==> config.mk <==
export PLATFORM = sky130hd
export DESIGN_NAME = ddr_rx_sequencer
export DESIGN_NICKNAME = d
export VERILOG_FILES = /design/src/rtl/ddr_rx_sequencer_pkg.sv /design/src/rtl/ddr_rx_word_assembler.sv /design/src/rtl/ddr_rx_sequencer.sv
export SDC_FILE = /design/constraint.sdc
export NUM_CORES = 1
export LEC_CHECK = 0
export BUFFER_PORTS_ARGS = -buffer_cell sky130_fd_sc_hd__buf_2
export CORE_MARGIN = 2
export CORE_UTILIZATION = 59
export DETAILED_ROUTE_END_ITERATION = 10
export GPL_ROUTABILITY_DRIVEN = 0
export PLACE_DENSITY = 0.95
export SYNTH_ARGS = -nofsm -noshare
export SYNTH_HDL_FRONTEND = slang
export SYNTH_HIERARCHICAL = 1
export SYNTH_SLANG_ARGS = --single-unit
==> constraint.sdc <==
create_clock -name i_sys_clk -period 5.1 [get_ports i_sys_clk]
set_clock_uncertainty 0.1 [all_clocks]
set_input_delay 0.51 -clock i_sys_clk [delete_from_list [all_inputs] [get_ports i_sys_clk]]
set_output_delay 0.51 -clock i_sys_clk [all_outputs]
set_load 0.02 [all_outputs]
==> src/rtl/ddr_rx_sequencer_pkg.sv <==
// Shared HDR-DDR RX sequencing constants: RX mode codes, sequencer states, termination codes.
// Reused by the RX deserializer and the DDR CCC FSM.
package ddr_rx_sequencer_pkg;

  localparam int unsigned RX_MODE_W = 4;
  localparam int unsigned ERR_W     = 3;
  localparam int unsigned BYTE_W    = 8;
  localparam int unsigned WORD_W    = 16;

  typedef enum logic [RX_MODE_W-1:0] {
    RX_MODE_PREAMBLE   = 4'b0000,
    RX_MODE_DESER_BYTE = 4'b0011,
    RX_MODE_TOKEN      = 4'b0101,
    RX_MODE_PARITY     = 4'b0110,
    RX_MODE_CRC        = 4'b0111
  } rx_mode_e;

  typedef enum logic [3:0] {
    ST_IDLE    = 4'd0,
    ST_ACK     = 4'd1,
    ST_BYTE_HI = 4'd2,
    ST_BYTE_LO = 4'd3,
    ST_PARITY  = 4'd4,
    ST_PRE     = 4'd5,
    ST_TOKEN   = 4'd6,
    ST_CRC     = 4'd7,
    ST_FINISH  = 4'd8
  } seq_state_e;

  typedef enum logic [ERR_W-1:0] {
    ERR_OK       = 3'd0,
    ERR_NACK     = 3'd1,
    ERR_PARITY   = 3'd2,
    ERR_CRC      = 3'd3,
    ERR_OVERFLOW = 3'd4,
    ERR_TIMEOUT  = 3'd5,
    ERR_ABORT    = 3'd6
  } seq_err_e;

endpackage

==> src/rtl/ddr_rx_word_assembler.sv <==
// Builds 16-bit words from RX bytes (hi first), pulses valid on commit and
// keeps a saturating count of committed words.
module ddr_rx_word_assembler
  import ddr_rx_sequencer_pkg::*;
#(
  parameter int unsigned MAX_WORDS = 16,
  parameter int unsigned CNT_W     = 5
) (
  input  logic              clk_i,
  input  logic              rst_i,
  input  logic              clr_i,
  input  logic              hi_en_i,
  input  logic              lo_en_i,
  input  logic              commit_i,
  input  logic [BYTE_W-1:0] data_i,
  output logic [WORD_W-1:0] word_o,
  output logic              valid_o,
  output logic [CNT_W-1:0]  count_o
);

  logic [BYTE_W-1:0] hi_q;
  logic [BYTE_W-1:0] lo_q;
  logic [WORD_W-1:0] word_q;
  logic              valid_q;
  logic [CNT_W-1:0]  cnt_q;
  logic              cnt_full_c;

  assign cnt_full_c = (cnt_q == CNT_W'(MAX_WORDS));

  always_ff @(posedge clk_i or posedge rst_i) begin
    if (rst_i) begin
      hi_q    <= '0;
      lo_q    <= '0;
      word_q  <= '0;
      valid_q <= 1'b0;
      cnt_q   <= '0;
    end else begin
      valid_q <= 1'b0;
      if (hi_en_i) hi_q <= data_i;
      if (lo_en_i) lo_q <= data_i;
      if (clr_i) begin
        cnt_q <= '0;
      end else if (commit_i) begin
        word_q  <= {hi_q, lo_q};
        valid_q <= 1'b1;
        // Saturate rather than wrap; the sequencer flags overflow at this bound.
        if (!cnt_full_c) cnt_q <= cnt_q + CNT_W'(1);
      end
    end
  end

  assign word_o  = word_q;
  assign valid_o = valid_q;
  assign count_o = cnt_q;

endmodule

==> src/rtl/ddr_rx_sequencer.sv <==
// Steps the HDR-DDR RX deserializer through a target-to-controller read and reports status.
// Optional per-mode watchdog enabled by defining RX_SEQ_TIMEOUT_EN.
module ddr_rx_sequencer
  import ddr_rx_sequencer_pkg::*;
#(
  parameter int unsigned MAX_WORDS      = 16,
  parameter int unsigned CNT_W          = 5,
  parameter int unsigned TIMEOUT_CYCLES = 255
) (
  input  logic                 i_sys_clk,
  input  logic                 i_sys_rst,
  input  logic                 i_start,
  input  logic                 i_abort,
  input  logic                 i_rx_mode_done,
  input  logic                 i_rx_pre,
  input  logic                 i_rx_error,
  input  logic [BYTE_W-1:0]    i_rx_data,
  output logic                 o_rx_en,
  output logic [RX_MODE_W-1:0] o_rx_mode,
  output logic [WORD_W-1:0]    o_word_data,
  output logic                 o_word_valid,
  output logic [CNT_W-1:0]     o_word_count,
  output logic                 o_busy,
  output logic                 o_done,
  output logic [ERR_W-1:0]     o_err_code
);

  seq_state_e state_q;
  rx_mode_e   rx_mode_q;
  logic       rx_en_q;
  logic       busy_q;
  logic       done_q;
  seq_err_e   err_q;

  logic       active_c;
  logic       mode_done_c;
  logic       tmo_hit_c;
  logic       fin_c;
  seq_err_e   fin_code_c;
  logic       hi_en_c;
  logic       lo_en_c;
  logic       commit_c;
  logic       clr_c;
  logic [CNT_W-1:0] word_count;

  assign active_c    = (state_q != ST_IDLE) && (state_q != ST_FINISH);
  // Abort wins over a coincident mode_done, so the RX result is dropped.
  assign mode_done_c = active_c && i_rx_mode_done && !i_abort;
  assign clr_c       = (state_q == ST_IDLE) && i_start;
  assign hi_en_c     = mode_done_c && (state_q == ST_BYTE_HI);
  assign lo_en_c     = mode_done_c && (state_q == ST_BYTE_LO);
  assign commit_c    = mode_done_c && (state_q == ST_PARITY) && !i_rx_error;

`ifdef RX_SEQ_TIMEOUT_EN
  localparam int unsigned TMO_W = $clog2(TIMEOUT_CYCLES + 1);
  logic [TMO_W-1:0] tmo_q;

  // Watchdog restarts on every state change and only runs while RX is engaged.
  always_ff @(posedge i_sys_clk or posedge i_sys_rst) begin
    if (i_sys_rst) begin
      tmo_q <= '0;
    end else if (!active_c || i_rx_mode_done || i_abort) begin
      tmo_q <= '0;
    end else begin
      tmo_q <= tmo_q + TMO_W'(1);
    end
  end

  assign tmo_hit_c = active_c && (tmo_q == TMO_W'(TIMEOUT_CYCLES - 1));
`else
  assign tmo_hit_c = 1'b0;
`endif

  // Termination decode: abort, then RX result, then watchdog.
  always_comb begin
    fin_c      = 1'b0;
    fin_code_c = ERR_OK;
    if (active_c) begin
      if (i_abort) begin
        fin_c      = 1'b1;
        fin_code_c = ERR_ABORT;
      end else if (i_rx_mode_done) begin
        case (state_q)
          ST_ACK: if (i_rx_pre) begin
            fin_c      = 1'b1;
            fin_code_c = ERR_NACK;
          end
          ST_PARITY: if (i_rx_error) begin
            fin_c      = 1'b1;
            fin_code_c = ERR_PARITY;
          end
          ST_PRE: if (i_rx_pre && (word_count == CNT_W'(MAX_WORDS))) begin
            fin_c      = 1'b1;
            fin_code_c = ERR_OVERFLOW;
          end
          ST_TOKEN: if (i_rx_error) begin
            fin_c      = 1'b1;
            fin_code_c = ERR_CRC;
          end
          ST_CRC: begin
            fin_c      = 1'b1;
            fin_code_c = i_rx_error ? ERR_CRC : ERR_OK;
          end
          default: ;
        endcase
      end else if (tmo_hit_c) begin
        fin_c      = 1'b1;
        fin_code_c = ERR_TIMEOUT;
      end
    end
  end

  always_ff @(posedge i_sys_clk or posedge i_sys_rst) begin
    if (i_sys_rst) begin
      state_q   <= ST_IDLE;
      rx_mode_q <= RX_MODE_PREAMBLE;
      rx_en_q   <= 1'b0;
      busy_q    <= 1'b0;
      done_q    <= 1'b0;
      err_q     <= ERR_OK;
    end else begin
      done_q <= 1'b0;
      case (state_q)
        ST_IDLE: if (i_start) begin
          state_q   <= ST_ACK;
          rx_mode_q <= RX_MODE_PREAMBLE;
          rx_en_q   <= 1'b1;
          busy_q    <= 1'b1;
          err_q     <= ERR_OK;
        end
        ST_FINISH: state_q <= ST_IDLE;
        default: begin
          if (fin_c) begin
            state_q   <= ST_FINISH;
            rx_mode_q <= RX_MODE_PREAMBLE;
            rx_en_q   <= 1'b0;
            busy_q    <= 1'b0;
            done_q    <= 1'b1;
            err_q     <= fin_code_c;
          end else if (mode_done_c) begin
            case (state_q)
              ST_ACK: begin
                state_q   <= ST_BYTE_HI;
                rx_mode_q <= RX_MODE_DESER_BYTE;
              end
              ST_BYTE_HI: state_q <= ST_BYTE_LO;
              ST_BYTE_LO: begin
                state_q   <= ST_PARITY;
                rx_mode_q <= RX_MODE_PARITY;
              end
              ST_PARITY: begin
                state_q   <= ST_PRE;
                rx_mode_q <= RX_MODE_PREAMBLE;
              end
              ST_PRE: begin
                if (i_rx_pre) begin
                  state_q   <= ST_BYTE_HI;
                  rx_mode_q <= RX_MODE_DESER_BYTE;
                end else begin
                  state_q   <= ST_TOKEN;
                  rx_mode_q <= RX_MODE_TOKEN;
                end
              end
              ST_TOKEN: begin
                state_q   <= ST_CRC;
                rx_mode_q <= RX_MODE_CRC;
              end
              default: ;
            endcase
          end
        end
      endcase
    end
  end

  ddr_rx_word_assembler #(
    .MAX_WORDS (MAX_WORDS),
    .CNT_W     (CNT_W)
  ) u_word_asm (
    .clk_i    (i_sys_clk),
    .rst_i    (i_sys_rst),
    .clr_i    (clr_c),
    .hi_en_i  (hi_en_c),
    .lo_en_i  (lo_en_c),
    .commit_i (commit_c),
    .data_i   (i_rx_data),
    .word_o   (o_word_data),
    .valid_o  (o_word_valid),
    .count_o  (word_count)
  );

  assign o_word_count = word_count;
  assign o_rx_en      = rx_en_q;
  assign o_rx_mode    = rx_mode_q;
  assign o_busy       = busy_q;
  assign o_done       = done_q;
  assign o_err_code   = err_q;

endmodule
==> flow_summary.json <==
{
  "synth_top_area_cell": "dfrtp_1",
  "cts-root-buf": "clkbuf_8",
  "drive_above_1_share": 0.443,
  "wirelength_um": 4990,
  "fmax_ghz": 0.343,
  "critPathTopFamily": "simple AND/OR/NAND/NOR gates",
  "slowest_stage": "nor2b_2",
  "reg2reg_depth": 4,
  "grt_pass1_wl_um": 7900,
  "ys_ff_latch": 50,
  "ctsHoldBuffers": 0,
  "clk_pin_slew_worst_paths_ps": 100,
  "crit_chain": "nor3b_2 -> and4b_1 -> nor2b_2 -> mux2_2",
  "critPathKind": "flip-flop to flip-flop",
  "synth_top_cells_by_area": "dfrtp_1 51%, mux2_2 11%, mux2_4 6.1%, buf_6 1.8%, nor2_1 1.8%",
  "power_uw": 1370,
  "start_util": 0.614,
  "via_per_inst": 5.79,
  "final.setup.tns_ps": 0,
  "drc": 0,
  "cpPeakStageDelay_ps": 860,
  "first_pass_iters": 4,
  "synth-simple-area-share": 0.140,
  "htreeDepth": 2,
  "netlist_area_mm2": 0.00247,
  "dpl.hpwl_um": 3550,
  "grt_setup_unrepaired": "no",
  "relSlewSlack": 0.309,
  "required_ps": 5200,
  "drtAntennaViolNets": 0,
  "dieHeight_um": 68.7,
  "core_region_area_mm2": 0.00403,
  "postSynthAreaPerCell_um2": 12.6,
  "synthXorXnorAreaFrac": 0.00709,
  "clk_path_buf_depth": 2,
  "critical_path.endpoint_type": "flip-flop",
  "final_net_count": 253,
  "grt_pass1_vias": 1657,
  "synth_ff_type": "dfrtp_1",
  "slew_viol_final": 0,
  "grt_usage": 0.233,
  "use_met1": 0.286,
  "diodes": 0,
  "syn_inst": 196,
  "reg2reg_slack_ps": 2180,
  "die_width_um": 68.7,
  "ios": 47,
  "grt_busiest_layer": "met2",
  "tightest_slew_ps": 1030,
  "post_drt_wl_per_cell_um": 17.4,
  "clkLatencyLatePin_ps": 310,
  "yosys.area_share.adder": 0.0101,
  "cts_tree": "done",
  "grt_util_met2": 0.386,
  "routed-via-count": 1663,
  "syn-num-nets": 213,
  "drv_cap": 0,
  "cp_data_arrival_time_ps": 3020,
  "synth_compound_area_frac": 0.0982,
  "fin_crit_sh": 0.572,
  "synth-edff-count": 0,
  "synth_common_cells": "50 x dfrtp_1, 25 x mux2_2, 12 x nor2_1",
  "min_path_type": "primary input to asynchronous set/reset pin",
  "hold_viol": 0,
  "cp_num_buf_inv": 0,
  "dieArea_mm2": 0.00472,
  "synth_top_area_frac": 0.506,
  "rows": 23,
  "grtUsageMet3": 0.0552,
  "cts_inserted_buffers": 5,
  "async_flop_share": 1.00,
  "fin_crit_ps": 2920,
  "ir_drop_mv": 0.220,
  "synth.most_common_cell": "dfrtp_1",
  "fin_util": 0.691,
  "ys_types": 55,
  "path_depth": 4,
  "overflow": 0,
  "power_density_mw_per_mm2": 492,
  "grt_max_degree": 39,
  "port_buffers": 45,
  "cp_max_fo": 17,
  "dr.first_iter.drc_count": 66,
  "cts_resized": 0,
  "setup_viol": 0,
  "outcome": "finished clean",
  "yosysSeqAreaShare": 0.506,
  "yosys_warnings": 6,
  "antenna_found_initial": 0,
  "synthMuxAreaShare": 0.183,
  "post_cts_buffers": 0,
  "syn_to_final_growth_pct": 12.7,
  "critPathLaunchType": "flip-flop",
  "clock_sinks": 50,
  "p_leak_uw": 0.00138,
  "synth_top_family_by_area": "multiplexers"
}
[layout make-up]
cell class | count | area (um^2)
Inverter | 7 | 26.3
Clock buffer | 5 | 68.8
Tap cell | 50 | 62.6
Clock inverter | 3 | 47.5
Fill cell | 282 | 1240
Sequential cell | 50 | 1250
Timing Repair Buffer | 47 | 240
Multi-Input combinational cell | 125 | 1090
[cells in the final DEF (no fill, tap or decap), types with 2 or more instances in the layout]
master,Yosys,layout
dfrtp_1,50,50
buf_2,2,45
mux2_2,25,25
nor2_1,12,12
mux2_4,10,10
inv_1,7,7
a21oi_1,7,7
nand2_1,5,5
clkbuf_8,0,5
nand3_1,4,4
nor3_1,4,4
nor2b_1,4,3
o21ai_0,3,3
a22o_1,3,3
and4bb_4,2,2
nand3b_1,2,2
a31o_2,2,2
mux2i_1,2,2
a21o_1,2,2
o2bb2ai_1,2,2
nand2b_1,2,2
nand4_1,2,2
xor2_1,2,2
ha_1,2,2
buf_4,2,2
[report_power, final]
part	switching (uW)	internal [uW]
Sequential	125	510
Combinational	229	221
Clock	136	149
[layer usage]
| metal | routed length [um] | part of all wire |
|---|---|---|
| met3 | 157 | 0.031 |
| met2 | 2590 | 0.52 |
| met5 | 0 | 0 |
| met1 | 2130 | 0.43 |
| met4 | 111 | 0.022 |
[state kept, by name, indices dropped and copies added (netlist names)]
register	count
o_done	1
o_err_code	3
u_word_asm/hi_q	8
u_word_asm/valid_o	1
state_q	4
o_rx_mode	3
o_busy	1
u_word_asm/word_o	16
u_word_asm/count_o	5
u_word_asm/lo_q	8
[cell families after synthesis]
family                   Yosys count
AND/OR/NAND/NOR                   51
adder cells (fa/ha/maj)            2
flip-flops                        50
other                              1
buffers and inverters             21
XOR/XNOR                           2
AO/OA/AOI/OAI                     32
multiplexers                      37
[path summary, 6_finish.rpt]
path,startpoint,end
worst min-delay path,i_sys_rst,o_err_code[2]
worst max-delay path,state_q[3],u_word_asm/word_o[15]
max in group asynchronous,i_sys_rst,u_word_asm/count_o[3]
worst min register to register,o_rx_mode[1],o_rx_mode[1]
worst max register to register,state_q[3],u_word_asm/word_o[15]
min in group i_sys_clk,i_rx_data[0],u_word_asm/lo_q[0]
[through the flow]
stage | cell area, um^2 | hold slack (ps) | setup WS [ps] | cells
floorplan | 2470 | 275 | 2930 | 196
global placement | 2670 | 356 | 2300 | 279
detailed placement | 2670 | 365 | 2190 | 279
CTS | 2790 | 98.0 | 2220 | 287
global route | 2790 | 118 | 1980 | 287
finish | 2790 | 83.7 | 2180 | 287
(Power assumes the default switching activity.)
